===== config.mk =====
export PLATFORM = sky130hd
export DESIGN_NAME = sfr_arb
export DESIGN_NICKNAME = d
export VERILOG_FILES = /design/src/rtl/sfr_arb.sv
export SDC_FILE = /design/constraint.sdc
export NUM_CORES = 1
export LEC_CHECK = 0
export BUFFER_PORTS_ARGS = -buffer_cell sky130_fd_sc_hd__buf_2
export CORE_UTILIZATION = 40
export DETAILED_ROUTE_END_ITERATION = 10
export GPL_TIMING_DRIVEN = 0
export HOLD_SLACK_MARGIN = 0.15
export PLACE_DENSITY = 0.88
export SLEW_MARGIN = 10
export SYNTH_ARGS = -nofsm -noshare
export SYNTH_HDL_FRONTEND = slang
export SYNTH_SLANG_ARGS = --single-unit

===== constraint.sdc =====
create_clock -name clk -period 2.3 [get_ports clk]
set_input_delay 0.345 -clock clk [delete_from_list [all_inputs] [get_ports clk]]
set_output_delay 0.345 -clock clk [all_outputs]
set_load 0.02 [all_outputs]

===== src/rtl/sfr_arb.sv =====
// sfr_arb: two-port (CPU / monitor) arbiter and sequencer for the SFR block.
// One transaction at a time: latch in IDLE, drive SFR for one ACCESS cycle,
// capture read data, then pulse the granted port's ack in DONE.
module sfr_arb #(
  parameter int unsigned WIDTH    = 32,
  parameter int unsigned PRIO_CPU = 0
) (
  input  logic             clk,
  input  logic             reset,
  input  logic             cpu_req,
  input  logic             cpu_wen,
  input  logic [3:0]       cpu_addr,
  input  logic [WIDTH-1:0] cpu_wdata,
  output logic             cpu_ack,
  input  logic             mon_req,
  input  logic             mon_wen,
  input  logic [3:0]       mon_addr,
  input  logic [WIDTH-1:0] mon_wdata,
  output logic             mon_ack,
  output logic [WIDTH-1:0] rdata,
  output logic             busy,
  output logic             gnt,
  output logic [3:0]       sfr_addr,
  output logic             sfr_cen,
  output logic             sfr_wen,
  output logic [WIDTH-1:0] sfr_din,
  input  logic [WIDTH-1:0] sfr_dout
);

  typedef enum logic [1:0] {
    IDLE   = 2'd0,
    ACCESS = 2'd1,
    DONE   = 2'd2
  } state_t;

  state_t state, state_nxt;
  logic   last_gnt;
  logic   wen_q;
  logic   grant_en;
  logic   win;

  // State register
  always_ff @(posedge clk or posedge reset) begin
    if (reset) state <= IDLE;
    else       state <= state_nxt;
  end

  // Next-state and arbitration decision (requests only considered in IDLE)
  always_comb begin
    state_nxt = state;
    grant_en  = 1'b0;
    win       = 1'b0;
    case (state)
      IDLE: begin
        if (cpu_req || mon_req) begin
          grant_en  = 1'b1;
          state_nxt = ACCESS;
          if (cpu_req && mon_req) win = (PRIO_CPU != 0) ? 1'b0 : ~last_gnt;
          else                    win = mon_req;
        end
      end
      ACCESS:  state_nxt = DONE;
      DONE:    state_nxt = IDLE;
      default: state_nxt = IDLE;
    endcase
  end

  // Transaction latch, read-data capture and registered acks
  always_ff @(posedge clk or posedge reset) begin
    if (reset) begin
      gnt      <= 1'b0;
      last_gnt <= 1'b1;
      sfr_addr <= '0;
      sfr_din  <= '0;
      wen_q    <= 1'b0;
      rdata    <= '0;
      cpu_ack  <= 1'b0;
      mon_ack  <= 1'b0;
    end else begin
      if (grant_en) begin
        gnt      <= win;
        last_gnt <= win;
        sfr_addr <= win ? mon_addr  : cpu_addr;
        sfr_din  <= win ? mon_wdata : cpu_wdata;
        wen_q    <= win ? mon_wen   : cpu_wen;
      end
      if (state == ACCESS) rdata <= sfr_dout;
      // ack flops load on leaving ACCESS so they are high exactly in DONE
      cpu_ack <= (state == ACCESS) && !gnt;
      mon_ack <= (state == ACCESS) &&  gnt;
    end
  end

  // SFR strobes and busy decode
  always_comb begin
    busy    = (state != IDLE);
    sfr_cen = (state == ACCESS);
    sfr_wen = (state == ACCESS) && wen_q;
  end

endmodule


==> reports/qor.yml <==
synthesis:
  avgSynthCellArea_um2: 14.7
  synth_nets: 331
  ys_warn_count: 0
  synthCells: 221
  seq_area_frac_synth: 0.580
  synth_cell_types: 23
  netlist_area_um2: 3240
  ys_seq_elements: 75
place:
  place_area_um2: 4310
  gp_congestion: 0.732
  dpl.hpwl_um: 6780
  dp_cells: 507
  port_buffers: 183
critical_path:
  cpPeakStageDelay_ns: 0.42
  rrSetupSlack_ns: 0.81
  arrival_ns: 1.54
  cp_max_fo: 10
  path_class: "reg2out"
  crit_family: "buffers and inverters"
  critPathBufInv: 3
  cp-start-kind: "flop"
  path_cells: "nor2b_1 -> buf_4 -> buf_6 -> and2_1 -> buf_2"
  required_ns: 1.96
  worst_setup_path_end_kind: "primary output"
  slowest_stage: "dfrtp_1"
global_route:
  grt_pass1_wl_um: 14400
  overflow: 0
  grtUsageTotal: 0.222
  antenna_found_initial: 0
  grt_pass1_vias: 2901
  grt_max_degree: 50
cts:
  clk_pin_slew_ns: 0.08
  clock_latency_ns: 0.34
  cts.htree.levels: 3
  cts-resized-gates: 0
  tritoncts: "done"
  post_cts_buffers: 0
  cts_sinks: 75
  cts_buffers: 9
  cts_root_buf: "clkbuf_8"
  clockBufferDepth: 2
finish:
  fin_area_um2: 4550
  n_antenna_cell: 0
  multi_input_area_um2: 1200
  fin_cells: 524
  n_fill_cell: 646
  seqCellArea_um2: 1880
  drive_above_1_share: 0.528
  num-nets-final: 527
  area_growth_pct: 40.5
  final_common_cell: "buf_2"
  layout_common_cells: "193 x buf_2, 74 x dfrtp_1, 37 x nand4b_1, 37 x o221a_1, 32 x mux2_1"
worst_hold_path:
  hp-class: "in2reg"
die:
  num_io_pins: 184
  core_area_um2: 7770
  fp-row-count: 32
  start_util: 0.417
  die_area_um2: 8460
  dieWidth_um: 92.0
  die_y_um: 92.0
sta:
  final.setup.tns_ns: 0
  worst_pin_slew_ns: 0.541
  fin_crit_ns: 1.88
  rsz0062_at_grt: "false"
  fin_crit_sh: 0.818
  fmax_mhz: 531
  finalSetupViolations: 0
  whs_ns: 0.218
  drv_slew: 0
  hold_viol_final: 0
  final.setup_skew_ns: 0.00716
  max_slew_margin: 0.639
detailed_routing:
  vias: 2798
  drc: 0
  wl_per_cell_um: 17.2
  firstDrtPassIters: 5
  via_per_inst: 5.34
  wl_um: 9020
  ant_nets: 0
  initialDrtViolationCount: 63
outcome:
  status: "finished, final reports clean"
pwr:
  irDropWorstVdd_uv: 639
  p_total_mw: 6.87
  p_per_area_nw_per_um2: 1510
  p_leak_nw: 2.09
run:
  maxCapViolations: 0
-- report_power, final --
group	internal (mW)	leakage (nW)	switching (mW)
clock	0.647	0.110	0.502
sequential	1.99	0.852	0.346
combinational	1.39	1.12	2.00
-- logic make-up (layout without fill, tap and decap cells) --
family / after synthesis / in the layout / share of synthesized area
AO/OA/AOI/OAI: 41 / 41 / 0.136
buffers and inverters: 26 / 227 / 0.0491
flip-flops: 75 / 75 / 0.580
multiplexers: 32 / 32 / 0.111
AND/OR/NAND/NOR: 47 / 47 / 0.123
-- worst register-to-register path, stage by stage (launching register included) --
cell	delay (ns)
dfrtp_1	0.42
nor2_4	0.23
clkbuf_1	0.39
nand4b_1	0.18
o221a_1	0.16
-- final timing paths --
kind | cells after the start | end | startpoint
setup reg to reg | 4 | sfr_din[16] | state[0]
hold / removal | 2 | rdata[29] | sfr_dout[29]
setup / recovery | 5 | sfr_wen | state[0]
max in group asynchronous | 4 | last_gnt | reset
hold reg to reg | 1 | rdata[29] | rdata[29]
min in group asynchronous | 3 | rdata[24] | reset
-- cell type report --
class / count / share of cell area
plain buffers: 23 / 0.0325
well taps: 102 / 0.0281
flip-flops and latches: 75 / 0.413
inverters: 3 / 0.00303
repair buffers: 185 / 0.210
clock buffers: 11 / 0.0311
multi-input cells: 120 / 0.264
clock inverters: 5 / 0.0187
-- metrics by stage --
stage / utilization / setup slack [ns]
finish: 0.586 / 0.418
CTS: 0.586 / 0.388
global placement: 0.551 / -0.727
detailed placement: 0.555 / 0.780
global route: 0.586 / 0.325
floorplan: - / 0.0467
-- sequential cells by signal (all words and copies together), names as in the netlist --
| register | count |
|---|---|
| cpu_ack | 1 |
| gnt | 1 |
| last_gnt | 1 |
| mon_ack | 1 |
| rdata | 32 |
| sfr_addr | 4 |
| sfr_din | 32 |
| state | 2 |
| wen_q | 1 |
-- per-layer routing --
| metal | GRT usage | up-vias | wire length [µm] |
|---|---|---|---|
| li1 | - | 1265 | - |
| met1 | 0.280 | 1381 | 3680 |
| met2 | 0.384 | 141 | 4610 |
| met3 | 0.0431 | 11 | 642 |
| met4 | 0.0677 | 0 | 101 |
| met5 | 0 | - | 0 |
-- synth_stat cells, drive strengths merged --
library cell | number | share of area
a21oi | 1 | 0.0015
a31oi | 1 | 0.0019
and2 | 3 | 0.0058
buf | 19 | 0.041
clkbuf | 4 | 0.0046
dfrtp | 74 | 0.57
dfstp | 1 | 0.0081
inv | 3 | 0.0035
mux2 | 32 | 0.11
nand2 | 1 | 0.0012
nand2b | 1 | 0.0019
nand3 | 2 | 0.0070
nand4b | 37 | 0.10
nor2 | 1 | 0.0035
nor2b | 2 | 0.0039
o21a | 1 | 0.0027
o21ai | 1 | 0.0015
o221a | 37 | 0.13
-- what timing repair did --
action                                 CTS  global route
endpoints found under the hold margin   26             0
setup endpoints to repair                0             0
hold buffers                             1             0
Note: power is estimated with default switching activity, not from simulation.
